## config.mk

```make
export PLATFORM = sky130hd
export DESIGN_NAME = delay_timer_mc
export DESIGN_NICKNAME = d
export VERILOG_FILES = /design/src/rtl/delay_timer_pkg.sv /design/src/rtl/delay_timer_chan.sv /design/src/rtl/delay_timer_mc.sv
export SDC_FILE = /design/constraint.sdc
export NUM_CORES = 1
export LEC_CHECK = 0
export CAP_MARGIN = 20
export CORE_ASPECT_RATIO = 0.9
export CORE_MARGIN = 10
export CORE_UTILIZATION = 60
export DETAILED_ROUTE_END_ITERATION = 7
export PLACE_DENSITY = 0.94
export SYNTH_ARGS = -nofsm -noshare
export SYNTH_HDL_FRONTEND = slang
export SYNTH_HIERARCHICAL = 1
export SYNTH_SLANG_ARGS = --single-unit
```

## constraint.sdc

```tcl
create_clock -name clk -period 4.5 [get_ports clk]
set_clock_uncertainty 0.15 [all_clocks]
set_input_delay 0.9 -clock clk [delete_from_list [all_inputs] [get_ports clk]]
set_output_delay 0.9 -clock clk [all_outputs]
set_load 0.005 [all_outputs]
```

## src/rtl/delay_timer_pkg.sv

```systemverilog
// delay_timer_pkg: shared definitions for the multi-channel microsecond delay timer.
//   US_PER_S      microseconds per second
//   state_e       per-channel state encoding (ST_IDLE, ST_RUN)
//   MODE_*        mode encoding sampled with start (one-shot / periodic)
//   calc_div()    clock cycles per microsecond for a given clock frequency
//   clog2_min1()  ceil(log2(value)) with a floor of 1 bit
package delay_timer_pkg;

   localparam int US_PER_S = 1000000;

   typedef enum logic {
      ST_IDLE = 1'b0,
      ST_RUN  = 1'b1
   } state_e;

   localparam logic MODE_ONESHOT  = 1'b0;
   localparam logic MODE_PERIODIC = 1'b1;

   function automatic int calc_div(input int clk_freq);
      return clk_freq / US_PER_S;
   endfunction

   function automatic int clog2_min1(input int value);
      int w;
      w = 0;
      for (int v = 1; v < value; v = v * 2) begin
         w = w + 1;
      end
      if (w < 1) begin
         w = 1;
      end
      return w;
   endfunction

endpackage

```

## src/rtl/delay_timer_chan.sv

```systemverilog
// delay_timer_chan: one independent delay channel (FSM, sub-us prescaler, us counter).
// Ports:
//   clk, rst  clock and synchronous active-high reset
//   start     start/restart pulse; latches delay_us and periodic
//   cancel    abort; wins over start and over a terminal count
//   periodic  0 = one-shot, 1 = periodic (sampled with start)
//   delay_us  interval length in microseconds (sampled with start)
//   done      registered one-cycle pulse at the end of each completed interval
//   busy      channel is counting (registered state)
module delay_timer_chan
   import delay_timer_pkg::*;
#(
   parameter int DIV   = 12,
   parameter int CNT_W = 20
) (
   input  logic             clk,
   input  logic             rst,
   input  logic             start,
   input  logic             cancel,
   input  logic             periodic,
   input  logic [CNT_W-1:0] delay_us,
   output logic             done,
   output logic             busy
);

   localparam int               PRE_W   = clog2_min1(DIV);
   localparam logic [PRE_W-1:0] PRE_MAX = PRE_W'(DIV - 1);

   state_e           state_r, state_s;
   logic [PRE_W-1:0] pre_r, pre_s;
   logic [CNT_W-1:0] us_r, us_s;
   logic [CNT_W-1:0] n_r, n_s;
   logic             mode_r, mode_s;
   logic             zero_r, zero_s;
   logic             done_r, done_s;
   logic [CNT_W-1:0] us_inc_s;
   logic             pre_wrap_s;
   logic             tc_s;

   // Next-state, counter and done logic for the channel.
   always_comb begin
      state_s    = state_r;
      pre_s      = pre_r;
      us_s       = us_r;
      n_s        = n_r;
      mode_s     = mode_r;
      zero_s     = 1'b0;
      // A zero-length start from the previous cycle reports completion now.
      done_s     = zero_r;
      us_inc_s   = us_r + CNT_W'(1);
      pre_wrap_s = (pre_r == PRE_MAX);
      // Terminal count: the last prescaler cycle of the N-th microsecond.
      // us_r never exceeds N-1, so us_inc_s cannot wrap.
      tc_s       = (state_r == ST_RUN) && pre_wrap_s && (us_inc_s == n_r);

      if (cancel) begin
         state_s = ST_IDLE;
         pre_s   = {PRE_W{1'b0}};
         us_s    = {CNT_W{1'b0}};
      end else begin
         done_s = zero_r | tc_s;
         if (start) begin
            // (Re)start: the interrupted interval is dropped, but a
            // coincident terminal count has already been reported above.
            n_s    = delay_us;
            mode_s = periodic;
            pre_s  = {PRE_W{1'b0}};
            us_s   = {CNT_W{1'b0}};
            if (delay_us == {CNT_W{1'b0}}) begin
               state_s = ST_IDLE;
               zero_s  = 1'b1;
            end else begin
               state_s = ST_RUN;
            end
         end else if (tc_s) begin
            pre_s = {PRE_W{1'b0}};
            us_s  = {CNT_W{1'b0}};
            if (mode_r == MODE_PERIODIC) begin
               state_s = ST_RUN;
            end else begin
               state_s = ST_IDLE;
            end
         end else begin
            case (state_r)
               ST_RUN: begin
                  if (pre_wrap_s) begin
                     pre_s = {PRE_W{1'b0}};
                     us_s  = us_inc_s;
                  end else begin
                     pre_s = pre_r + PRE_W'(1);
                  end
               end
               ST_IDLE: begin
                  state_s = ST_IDLE;
               end
               default: begin
                  state_s = ST_IDLE;
               end
            endcase
         end
      end
   end

   // State, counter and output registers.
   always_ff @(posedge clk) begin
      if (rst) begin
         state_r <= ST_IDLE;
         pre_r   <= {PRE_W{1'b0}};
         us_r    <= {CNT_W{1'b0}};
         n_r     <= {CNT_W{1'b0}};
         mode_r  <= MODE_ONESHOT;
         zero_r  <= 1'b0;
         done_r  <= 1'b0;
      end else begin
         state_r <= state_s;
         pre_r   <= pre_s;
         us_r    <= us_s;
         n_r     <= n_s;
         mode_r  <= mode_s;
         zero_r  <= zero_s;
         done_r  <= done_s;
      end
   end

   assign done = done_r;
   assign busy = (state_r == ST_RUN);

endmodule

```

## src/rtl/delay_timer_mc.sv

```systemverilog
// delay_timer_mc: multi-channel programmable microsecond delay timer.
// Ports:
//   clk, rst  clock and synchronous active-high reset
//   start     [NUM_CH]        per-channel start/restart pulse
//   cancel    [NUM_CH]        per-channel abort
//   periodic  [NUM_CH]        per-channel mode, sampled with start
//   delay_us  [NUM_CH*CNT_W]  packed delays, channel i at [i*CNT_W +: CNT_W]
//   done      [NUM_CH]        one-cycle pulse per completed interval
//   busy      [NUM_CH]        channel is counting
module delay_timer_mc
   import delay_timer_pkg::*;
#(
   parameter int CLK_FREQ = 12000000,
   parameter int NUM_CH   = 4,
   parameter int CNT_W    = 20
) (
   input  logic                    clk,
   input  logic                    rst,
   input  logic [NUM_CH-1:0]       start,
   input  logic [NUM_CH-1:0]       cancel,
   input  logic [NUM_CH-1:0]       periodic,
   input  logic [NUM_CH*CNT_W-1:0] delay_us,
   output logic [NUM_CH-1:0]       done,
   output logic [NUM_CH-1:0]       busy
);

   localparam int DIV = calc_div(CLK_FREQ);

   // The prescaler only gives exact microseconds for whole-MHz clocks.
   if ((CLK_FREQ < US_PER_S) || ((CLK_FREQ % US_PER_S) != 0)) begin : g_bad_clk
      $error("delay_timer_mc: CLK_FREQ must be a non-zero multiple of 1 MHz");
   end

   for (genvar i = 0; i < NUM_CH; i++) begin : g_ch
      delay_timer_chan #(
         .DIV   (DIV),
         .CNT_W (CNT_W)
      ) u_chan (
         .clk      (clk),
         .rst      (rst),
         .start    (start[i]),
         .cancel   (cancel[i]),
         .periodic (periodic[i]),
         .delay_us (delay_us[i*CNT_W +: CNT_W]),
         .done     (done[i]),
         .busy     (busy[i])
      );
   end

endmodule

```

======== Word level (Yosys, flattened, before mapping) ========
Index checks and enable logic that the tools add are counted.
word-level totals
  ROM bits ................................ 0
  latch bits .............................. 0
  memories kept ........................... 0
  input bits .............................. 94
  output and inout port bits .............. 8
  memory bits (writable) .................. 0
  word-level logic and storage cells ...... 120
  register bits after elaboration ......... 192
operators by class
  muxes and demuxes ....................... 32
  multiply operators ...................... 0
  add/sub/neg operators ................... 8
  $lt $le $gt $ge ......................... 0
  bitwise logic cells ..................... 12
  reduce and logical (&&, ||, !) cells .... 32
  shift-type cells ........................ 0
  divide/modulo/power cells ............... 0
  eq/ne operators ......................... 8
operator list
  operator               count
  $add 20x1->20 const B  4
  $eq 20x20->1           4
  $logic_not 20->1       4
  $mux 1                 28
  $add 4x1->4 const B    4
  $eq 4x4->1 const B     4
  $mux 4                 4
  $reduce_and 2->1       8
  $reduce_or 4->1        4
  $reduce_or 3->1        4
  $logic_and 1x1->1      8
  $not 1->1              8
  $reduce_or 2->1        4
  $or 1x1->1             4

======== Longest topological paths before layout ========
  word-level depth ........................ 5
  mapped depth ............................ 10
  mapped depth without buffers ............ 7

======== Cells and area by module ========
Netlist, hierarchy kept.
modules (own cells, without submodules)
  module            area each (um^2)  cells an instance  instances  seq. area each (um^2)
  delay_timer_chan  2,628.8           322                4          960.9

======== Least setup slack after synthesis ========
No wires, ideal clock.
  path type ............................... flip-flop to flip-flop
  from .................................... reg g_ch[0].u_chan.us_r[0]
  to ...................................... reg g_ch[0].u_chan.pre_r[3]
  stages on the path, launching flop included .. 11
  period minus slack after synthesis ...... 2.334 ns
  data arrival time ....................... 2.052 ns
  slack ................................... 2.166 ns
  path through ............................ dfxtp_1 > ha_1 > nand3_2 > buf_2 > nor4_2 > xnor2_1 > nor4b_1 > and4_1 > buf_4 > buf_6 > nor3_1
on the way
  longest elaborated chain between the ends .. 4
ends and longest elaborated chain
  element                    RTL line                 RTL
  from (decl)                delay_timer_chan.sv:31   logic [CNT_W-1:0] us_r, us_s;
  from (signal assigned)     delay_timer_chan.sv:109  us_r <= {CNT_W{1'b0}};
  from (signal assigned)     delay_timer_chan.sv:117  us_r <= us_s;
  $add 20x1->20              delay_timer_chan.sv:50   us_inc_s = us_r + CNT_W'(1);
  $eq 20x20->1               delay_timer_chan.sv:54   tc_s = (state_r == ST_RUN) && pre_wrap_s && (us_inc_s == n_r);
  $logic_and 1x1->1          delay_timer_chan.sv:54
  $reduce_or 4->1 (no line)  n/a
  to (signal assigned)       delay_timer_chan.sv:108  pre_r <= {PRE_W{1'b0}};
  to (signal assigned)       delay_timer_chan.sv:116  pre_r <= pre_s;
  to (decl)                  delay_timer_chan.sv:30   logic [PRE_W-1:0] pre_r, pre_s;
Every way passes these cells.
A chain may end at the register's enable or synchronous reset.

======== Worst setup path after layout ========
  from .................................... reg g_ch[1].u_chan.us_r[0]
  to ...................................... reg g_ch[1].u_chan.done_r
on the way
  longest elaborated chain between the ends .. 5
ends and longest elaborated chain
  element                 RTL line                 RTL
  from (decl)             delay_timer_chan.sv:31
  from (signal assigned)  delay_timer_chan.sv:109
  from (signal assigned)  delay_timer_chan.sv:117
  $add 20x1->20           delay_timer_chan.sv:50
  $eq 20x20->1            delay_timer_chan.sv:54
  $logic_and 1x1->1       delay_timer_chan.sv:54
  $or 1x1->1              delay_timer_chan.sv:61   done_s = zero_r | tc_s;
  $mux 1                  delay_timer_chan.sv:56   if (cancel) begin
  to (signal assigned)    delay_timer_chan.sv:121  done_r <= done_s;
  to (decl)               delay_timer_chan.sv:35   logic done_r, done_s;
Every way passes these cells.

==> results.cfg <==
[cells_and_area]
antenna_cells = 0
multi_input_area_um2 = 6131
nets = 1417
fillCellCount = 1327
final_layout_size_suffix_gt1_frac = 0.05271
syn2layout_area_growth_pct = 13.91
regArea_um2 = 3844

[status]
status = completed

[cts]
cts_tree = built
clk_pin_slew_worst_paths_ns = 0.07
clkSinkCount = 192
cts-root-buf = clkbuf_16
cts_resized = 0
post-cts-setup-buffers = 0
clk_latency_ns = 0.44
cts_made_buffers = 17
cts.path.max_buffers = 2
h-tree-depth = 4
ctsHoldBuffers = 0

[yosys]
avgSynthCellArea_um2 = 8.164
ys_seq_area_frac = 0.3655
synthesis.nets = 1390
synth_top_cell_area_share = 0.3655
synth_top_flop_cell = dfxtp_1
synth_top_cells_by_area = dfxtp_1, xnor2_1, nand2_1
synth.distinct_cells = 49
netlist_instances = 1288
yosysMostFrequentCell = nand2_1
synth_common_cells = nand2_1, dfxtp_1, xnor2_1, nor3_1, a21oi_1
synth_edf_count = 0
synth-seq-cells = 192
async_flop_share = 0
yosys_warnings = 6
yosys.area.top_type = dfxtp_1
syn_area_um2 = 10520

[detailed_routing]
drc = 0
drt_iter0_drc = 849
viasPerCell = 6.109
first_pass_iters = 5
totalWireLength_mm = 26.50
met1_length_mm = 11.76
top_layer_used = met4
final_antenna_net_count = 0
wire_per_inst_um = 16.96
wl_met2_mm = 12.48
wl_met3_mm = 1.650
via_count = 9549

[timing]
whs_ns = 0.3100
min_period_over_period = 0.7173
timing_hold_violations_final = 0
rsz0062_at_grt = false
slew_headroom = 0.3414
fmax_mhz = 309.8
slew_violations = 0
setup_tns_ns = 0
setup_slack_ns = 1.272
final-setup-viol-count = 0
layout_min_cycle_time_ns = 3.228
worst_slew_pin_slew_ns = 0.9879

[job]
cap_violations = 0

[pwr]
p_seq_frac = 0.493
p_comb_frac = 0.082
switching_share = 0.2413
p_leak_uw = 0.003727
pwr_density_cell_nw_per_um2 = 299.4
p_total_uw = 3586
max-vdd-ir-drop_v = 0.0002486
clkPwrFrac = 0.425
intPower_uw = 2721
power.switching_uw = 865.4

[worst_hold_path]
hold_class = reg -> reg
min_path_cells = 1

[worst_setup_path]
worstPathArrival_ns = 3.46
crit_cells = 7
required_ns = 4.73
worst_setup_path_end_kind = flop
path_class = reg -> reg
worst-path-buf-inv = 0
worstPathCellList = ha_1 > nand3_2 > or3_1 > a32oi_1 > nor4b_1 > and4_1 > a22o_1
crit_family = simple AND/OR/NAND/NOR gates
critPathMaxStageDelay_ns = 0.89
worstSetupStartpointType = flop
cp_max_fo = 25
slowest_stage = and4_1
reg2regPathDepth = 7

[die]
core_area_um2 = 17060
row_count = 45
initial_core_util = 0.6164
ios = 102
die_w_um = 159.5
die_h_um = 145.6
fp.dieArea_um2 = 23230

[placement]
place_hpwl_mm = 18.59
gp_congestion = 0.9374
port_buffers = 101
dp_slack_ns = 1.387

[global_routing]
antenna_found_initial = 0
grt_max_degree = 45
overflow = 0
grt_use_total = 0.2226
grt_pass1_vias = 9259
grt_pass1_wl_mm = 44.28
[metal layers]
metal / vias to the layer above / track usage
li1: 4581 / -
met1: 4541 / 0.2834
met2: 365 / 0.3610
met3: 62 / 0.05450
met4: 0 / 0.07407
met5: - / 0
[cell type report]
cell class,count,share of cell area
multi-input combinational,980,0.5119
inverter,16,0.005014
clock buffer,19,0.03614
sequential,192,0.3209
clock inverter,13,0.01285
tap,235,0.02455
timing repair buffer,108,0.08869
[through the flow]
stage | cells | cell area (um2) | utilization
2_1_floorplan | 1288 | 10520 | -
3_3_place_gp | 1529 | 11370 | 0.6666
3_5_place_dp | 1529 | 11370 | 0.6666
4_1_cts | 1561 | 11960 | 0.7010
5_1_grt | 1563 | 11980 | 0.7021
6_report | 1563 | 11980 | 0.7021
[power groups by stage]
stage | clock (uW) | combinational [uW] | sequential, uW
6_report | 1520 | 294 | 1770
5_1_grt | 1610 | 322 | 1770
4_1_cts | 1550 | 287 | 1770
3_5_place_dp | 0 | 285 | 1810
3_3_place_gp | 0 | 277 | 1810
2_1_floorplan | 0 | 160 | 1790
[layout by cell type, fill, tap and decap left out, drive strengths merged, types with 16 or more instances in the layout]
| cell type | synthesis | layout |
|---|---|---|
| nor3 | 136 | 136 |
| nand2 | 220 | 220 |
| o21ai | 16 | 16 |
| nor4 | 36 | 36 |
| nand4 | 40 | 40 |
| nor2 | 52 | 52 |
| dfxtp | 192 | 192 |
| a21oi | 96 | 96 |
| xor2 | 32 | 32 |
| xnor2 | 144 | 144 |
| clkdlybuf4s50 | 0 | 100 |
| nand3 | 20 | 20 |
| inv | 16 | 21 |
| clkbuf | 72 | 19 |
| nand2b | 24 | 24 |
[cell families after synthesis]
kind of cell    count (synthesis)  share of synthesized area
simple gates                  592                     0.2999
buf+inv                       116                    0.05141
fa+ha+maj                       8                   0.009520
compound gates                192                     0.1157
mux                            12                    0.01142
flops                         192                     0.3655
xor+xnor                      176                     0.1466
[registers in the layout, summed over array words and instances (netlist names)]
signal              flops
g_ch.u_chan/busy        4
g_ch.u_chan/done        4
g_ch.u_chan/mode_r      4
g_ch.u_chan/n_r        80
g_ch.u_chan/pre_r      16
g_ch.u_chan/us_r       80
g_ch.u_chan/zero_r      4
[final timing paths]
path | end | startpoint | slack [ns]
setup / recovery | g_ch[1].u_chan/done | g_ch[1].u_chan/us_r[0] | 1.27
hold / removal | g_ch[0].u_chan/done | g_ch[0].u_chan/zero_r | 0.31
setup reg to reg | g_ch[1].u_chan/done | g_ch[1].u_chan/us_r[0] | 1.27
hold reg to reg | g_ch[0].u_chan/done | g_ch[0].u_chan/zero_r | 0.31
Power figures use the tool's default switching activity.
